<file path="src/rtl/wide_add_sequencer.sv">
`default_nettype none
// ============================================================================
// Module      : wide_add_sequencer
// Description : Multi-precision add/subtract controller that reuses one W-bit
//               adder slice over WORDS slices, LSB first, with a registered
//               inter-slice carry and valid/ready handshakes on both sides.
// Revision    : 1.0 - initial release
// ============================================================================
module wide_add_sequencer #(
  parameter int WORDS = 4,
  parameter int W     = 8
) (
  input  logic               clk,
  input  logic               rst_n,
  input  logic               in_valid,
  output logic               in_ready,
  input  logic [WORDS*W-1:0] a,
  input  logic [WORDS*W-1:0] b,
  input  logic               cin,
  input  logic               sub,
  output logic               out_valid,
  input  logic               out_ready,
  output logic [WORDS*W-1:0] sum,
  output logic               cout,
  output logic               ovf
);

  localparam int c_IDX_W = (WORDS > 1) ? $clog2(WORDS) : 1;
  localparam int c_TOT_W = WORDS * W;

  typedef enum logic [1:0] {
    S_IDLE = 2'd0,
    S_RUN  = 2'd1,
    S_DONE = 2'd2
  } state_t;

  state_t               state_q, state_d;
  logic [c_IDX_W-1:0]   idx_q, idx_d;
  logic                 carry_q, carry_d;
  logic [c_TOT_W-1:0]   a_q, a_d;
  logic [c_TOT_W-1:0]   b_q, b_d;
  logic [c_TOT_W-1:0]   sum_q, sum_d;
  logic                 cout_q, cout_d;
  logic                 ovf_q, ovf_d;

  logic [W-1:0]         w_a_sl;
  logic [W-1:0]         w_b_sl;
  logic [W:0]           w_add;
  logic                 w_last;

  // Shared slice: select the current operand slices and run the single adder.
  always_comb begin
    w_a_sl = '0;
    w_b_sl = '0;
    for (int k = 0; k < WORDS; k++) begin
      if (idx_q == c_IDX_W'(k)) begin
        w_a_sl = a_q[k*W +: W];
        w_b_sl = b_q[k*W +: W];
      end
    end
    w_add  = {1'b0, w_a_sl} + {1'b0, w_b_sl} + {{W{1'b0}}, carry_q};
    w_last = (idx_q == c_IDX_W'(WORDS - 1));
  end

  always_comb begin
    state_d = state_q;
    idx_d   = idx_q;
    carry_d = carry_q;
    a_d     = a_q;
    b_d     = b_q;
    sum_d   = sum_q;
    cout_d  = cout_q;
    ovf_d   = ovf_q;

    case (state_q)
      S_IDLE: begin
        if (in_valid) begin
          // Subtraction is a + ~b + ~borrow, so the adder never changes.
          a_d     = a;
          b_d     = sub ? ~b : b;
          carry_d = sub ? ~cin : cin;
          idx_d   = '0;
          state_d = S_RUN;
        end
      end
      S_RUN: begin
        for (int k = 0; k < WORDS; k++) begin
          if (idx_q == c_IDX_W'(k)) begin
            sum_d[k*W +: W] = w_add[W-1:0];
          end
        end
        carry_d = w_add[W];
        if (w_last) begin
          idx_d   = '0;
          cout_d  = w_add[W];
          ovf_d   = (a_q[c_TOT_W-1] == b_q[c_TOT_W-1]) &&
                    (w_add[W-1] != a_q[c_TOT_W-1]);
          state_d = S_DONE;
        end else begin
          idx_d = idx_q + c_IDX_W'(1);
        end
      end
      S_DONE: begin
        if (out_ready) begin
          state_d = S_IDLE;
        end
      end
      default: begin
        state_d = S_IDLE;
      end
    endcase
  end

  always_ff @(posedge clk or negedge rst_n) begin
    if (!rst_n) begin
      state_q <= S_IDLE;
      idx_q   <= '0;
      carry_q <= 1'b0;
      a_q     <= '0;
      b_q     <= '0;
      sum_q   <= '0;
      cout_q  <= 1'b0;
      ovf_q   <= 1'b0;
    end else begin
      state_q <= state_d;
      idx_q   <= idx_d;
      carry_q <= carry_d;
      a_q     <= a_d;
      b_q     <= b_d;
      sum_q   <= sum_d;
      cout_q  <= cout_d;
      ovf_q   <= ovf_d;
    end
  end

  assign in_ready  = (state_q == S_IDLE);
  assign out_valid = (state_q == S_DONE);
  assign sum       = sum_q;
  assign cout      = cout_q;
  assign ovf       = ovf_q;

endmodule
`default_nettype wire
</file>
<file path="config.mk">
export PLATFORM = sky130hd
export DESIGN_NAME = wide_add_sequencer
export DESIGN_NICKNAME = d
export VERILOG_FILES = /design/src/rtl/wide_add_sequencer.sv
export SDC_FILE = /design/constraint.sdc
export NUM_CORES = 1
export LEC_CHECK = 0
export ABC_AREA = 1
export CAP_MARGIN = 20
export CORE_UTILIZATION = 65
export CTS_BUF_LIST = sky130_fd_sc_hd__clkbuf_4
export CTS_CLUSTER_DIAMETER = 200
export CTS_CLUSTER_SIZE = 24
export DETAILED_ROUTE_END_ITERATION = 8
export DONT_BUFFER_PORTS = 1
export PLACE_DENSITY = 0.81
export SLEW_MARGIN = 30
export SYNTH_ARGS = -nofsm -noshare
export SYNTH_HDL_FRONTEND = slang
export SYNTH_SLANG_ARGS = --single-unit
</file>
<file path="constraint.sdc">
create_clock -name clk -period 3.1 [get_ports clk]
set_input_delay 0.62 -clock clk [delete_from_list [all_inputs] [get_ports clk]]
set_output_delay 0.62 -clock clk [all_outputs]
set_load 0.02 [all_outputs]
</file>
-- Yosys cells after proc, flatten, opt, wreduce, memory -nomap -nowiden
Cells that the tools add are included.
- add/subtract/negate cells: 3
- eq/ne operators: 10
- muxes and demuxes: 19
- bitwise gates (word level): 2
- reductions and logical operators: 11
- operators by type and width (operator ; count):
    two-way mux 8 bit ; 8
    two-way mux 32 bit ; 1
    NOT 32 bit ; 1
    AND reduction 2 bit ; 6
    two-way mux 2 bit ; 5
    adder 8 x 8 -> 9 bit ; 1
    adder 9 x 1 -> 9 bit ; 1
    == test 2 bit (second input constant) ; 3
    case mux 2 bit (3 select lines) ; 1
    == test 2 x 1 -> 1 bit (second input constant) ; 2
    zero test 2 bit ; 2
    inequality test 2 bit (second input constant) ; 2
    case mux 2 bit (2 select lines) ; 1
    AND reduction 3 bit ; 1
    adder 2 x 1 -> 2 bit (second input constant) ; 1
    two-way mux 1 bit ; 2
    inequality test 2 x 1 -> 1 bit (second input constant) ; 1
    case mux 1 bit (2 select lines) ; 1
    nonzero test 2 bit ; 1
    == test 1 bit ; 1
    logical AND 1 bit ; 1
    inequality test 1 bit ; 1
    NOT 1 bit ; 1
- flip-flop bits (word level): 103
- input bits: 70
- output and inout bits: 36
- logic and storage cells: 56

-- Depth between registers and ports, before layout
- depth after elaboration: 9
- depth in mapped cells: 20

-- Worst setup path after synthesis
No wires, ideal clock.
- path kind: register -> register
- start: reg idx_q[0]
- end: reg carry_q
- setup time: 65 ps
- arrival: 2773 ps
- required time: 3035 ps
- setup slack: 262 ps
- stages on the path, launching flop included: 16
- path through: dfrtp_1 inv_1 ha_1 buf_2 buf_2 a21oi_1 o21ai_0 o21ai_0 fa_1 fa_1 nand3b_1 a21oi_1 nor2_1 o21ai_2 nand2_1 nand2_1
- word-level cells in the longest chain between the ends: 8
- elaborated cells between the ends (all ways): 15
- ends and longest elaborated chain (item ; RTL line ; RTL):
    start, declared ; 38 ; logic [c_IDX_W-1:0] idx_q, idx_d;
    start signal, assigned ; 126 ; idx_q <= idx_d;
    zero test 2 bit ; 56 ; if (idx_q == c_IDX_W'(k)) begin
    two-way mux 8 bit (4 in a row) ; 56 ;
    adder 8 x 8 -> 9 bit * ; 61 ; w_add = {1'b0, w_a_sl} + {1'b0, w_b_sl} + {{W{1'b0}}, carry_q};
    adder 9 x 1 -> 9 bit * ; 61 ;
    case mux 1 bit (2 select lines) * ; 75 ; case (state_q)
    end signal, assigned ; 127 ; carry_q <= carry_d;
    end, declared ; 39 ; logic carry_q, carry_d;
Every way passes the cells marked *; elsewhere a longest branch is shown, timed or not.
A chain may end at the register's enable or synchronous reset.

-- Worst setup path in the final report
Same ends and word-level chain as after synthesis.

==> metrics.txt <==
status=complete, no violations; GRT Total Usage=28.4%; Post-Synthesis Cells=599; post-synth net total=682; clk buf depth=2; setup violators final=0; Critical Path Source Type=flip-flop; detailed-route via count=roughly 4.0k; Yosys reg bits=103; TritonCTS Buffers=9; die area=8240 um2; min Tclk post-route=2.88 ns; worst path required time=3.48 ns; net switching power=between 0.003 and 0.004 W; Slew Viols, Final=0; global-route wire length before repair=18400 um; Power per Cell Area=between 1000 and 1500 nW/um2; hold crit path type=in -> async; Site Rows=32; Slew @ Worst Pin=0.815 ns; Met1 Wirelength=4630 um; Setup crit end kind=flip-flop; # port buffers=0; worst path bufs/invs=2; Die X-Extent=slightly above 90 um; Avg Vias per Cell=approximately 5.7; Seq pwr share=between 30 and 40%; final hold viol count=0; Clock Skews=0.0160 ns; max incr delay on CP=0.45 ns; Fin Hold WS=0.0824 ns; switch share=about half; Worst R2R Path Depth=14; setup ws final=0.224 ns; Syn Area/Cell=between 8 and 9 um2; Setup TNS Final=0 ns; DP Area=approximately 5000 um2; vias in the first global route=3866; GPL Wtd Cong=0.900; Internal=around 0.0037 W; TritonRoute pass-1 iters=5; post-DP HPWL=7940 um; sequential cell area fraction in the yosys report=50.3%; CP top delay family=adder cells; achievable frequency=348 MHz; Max-Cap Viols=0; clock sinks=between 100 and 150; DR WL/cell=15.8 um; clk_lat worst skew=0.44 ns; reg2reg end=carry_q; highest routed layer=met4; pre-CTS WS=0.0932 ns; antenna violations before repair=0; Critical Path, Cell by Cell=inv_1, ha_1, inv_2, o21ai_0, o21ai_0, o21ai_1, fa_1, fa_2, nand3b_1, a21oi_2, nor2_1, o21ai_2, nand2_1, nand2_1; Core Util, Final=69.3%; reg2reg start=idx_q[0]; Remaining Overflow, GRT=0; maximum VDD drop=0.710 mV; unique cell type count in the Yosys netlist=33; TritonCTS clock tree=built; Data arrival, critical path=3.26 ns; worst slew margin relative to its limit=45.7%; Max FO, Critical Path=8; WL final=11000 um; share of cells above drive strength 1=9.08%; fin crit share=92.8%; H-tree levels=3; Syn. warnings=0; root buf cell=clkbuf_4; Detail Route Antenna Nets=0; metal2 WL=5140 um; Net count, final=just under 700; ant diodes=0; cell area after synthesis=5120 um2; r2r setup slk=0.22 ns; slowest CP cell=dfrtp_1; 1st-iter DRT viols=248; die height=90.8 um; kind of critical path=reg -> reg; # DRC=0; Clock Pin Slew Worst Setup and Hold Paths=0.15 ns; area grow syn2layout=3.93%; Ports=106; power share of the combinational group=53.2%; Core ar.=between 7000 and 8000 um2; leak pwr=2.64 nW; Final Instance Area=5330 um2; Initial Utilization=between 60% and 70%; clock power share=10.3%; largest net degree at the start of global routing=roughly 100; met3 wire length=771 um
==> through the flow <==
stage          cells  power, W
6_report         697   0.00732
5_1_grt          697   0.00796
4_1_cts          696   0.00727
3_5_place_dp     679   0.00649
3_3_place_gp     679   0.00630
2_1_floorplan    599   0.00553
==> power by group through the flow <==
stage,registers (W),logic (W),clock network (W)
5_1_grt,0.00274,0.00441,0.000816
2_1_floorplan,0.00254,0.00299,0
6_report,0.00267,0.00389,0.000753
4_1_cts,0.00267,0.00384,0.000761
3_5_place_dp,0.00269,0.00380,0
3_3_place_gp,0.00268,0.00362,0
==> synth_stat cells <==
cell type,number,area share [%]
o21ai_1,18,1.8
a22oi_1,2,0.29
inv_1,18,1.3
nor2_4,3,0.66
nand3b_1,1,0.15
a21oi_2,2,0.34
dfrtp_1,103,50
o31ai_1,2,0.29
o21ai_0,43,4.2
o21ai_2,3,0.51
buf_4,3,0.44
xnor2_1,35,6.0
inv_2,6,0.44
fa_1,2,0.78
clkbuf_1,5,0.37
ha_1,11,2.7
clkbuf_4,3,0.44
nand2_2,6,0.73
buf_2,16,1.6
a21oi_4,1,0.32
xor2_2,1,0.32
nor2_2,1,0.12
o211ai_1,8,1.2
nand3_1,24,2.3
o21a_1,1,0.15
o21bai_1,1,0.15
xor2_1,1,0.17
a22o_1,1,0.17
nand2_4,1,0.22
nand2_1,231,17
a21oi_1,24,2.3
nor2_1,17,1.2
buf_6,5,1.1
==> state kept, by name (all words and copies together) (netlist names) <==
name and flops:
a_q 32, b_q 32, sum 32, idx_q 2
state_q 2, carry_q 1, cout 1, ovf 1
==> layer usage <==
metal  GRT usage [%]  vias up
li1                -     1895
met2            45.1      174
met4            14.8        0
met5               0        -
met1            37.1     1886
met3            5.64       39
==> repair_timing <==
action / CTS / global route
endpoints found under the hold margin: 103 / 0
hold buffers: 1 / 0
resized for setup: 0 / 5
setup endpoints to repair: 0 / 14
buffers inserted: 0 / 1
==> worst max-delay path by stage <==
| stage | start | to | cells after the start |
|---|---|---|---|
| floorplan | idx_q[0] | carry_q | 15 |
| global placement | idx_q[0] | cout | 14 |
| detailed placement | idx_q[0] | carry_q | 14 |
| CTS | idx_q[0] | carry_q | 14 |
| global route | idx_q[0] | carry_q | 16 |
| finish | idx_q[0] | carry_q | 14 |
==> placed cells by master (no fill, tap or decap), drive strengths merged <==
cell,count
bufinv,2
clkinv,3
buf,12
a22oi,2
o21bai,1
nand2,238
o21a,1
o21ai,64
clkbuf,11
xor2,2
ha,11
nand3,24
o211ai,8
nand3b,1
a21oi,27
dfrtp,103
xnor2,35
nor2,21
o31ai,2
fa,2
a22o,1
inv,24
==> area by class of cell <==
class,instances,area (um2)
clock buffers,11,82.6
repair buffers,12,110
well taps,102,128
fillers,626,2360
inverters,24,90.1
flip-flops and latches,103,2580
clock inverters,5,72.6
multi-input cells,440,2260
==> cells by family (layout without fill, tap and decap cells) <==
kind of cell | after synthesis | in the layout | share of synthesized area, %
xor gates and xnor gates | 37 | 37 | 6.47
and+or+nand+nor | 284 | 284 | 22.4
adders and majority gates | 13 | 13 | 3.47
AOI/OAI and AO/OA | 106 | 106 | 11.7
buffers and inverters | 56 | 52 | 5.67
DFF | 103 | 103 | 50.3
Power figures use the tool's default switching activity.
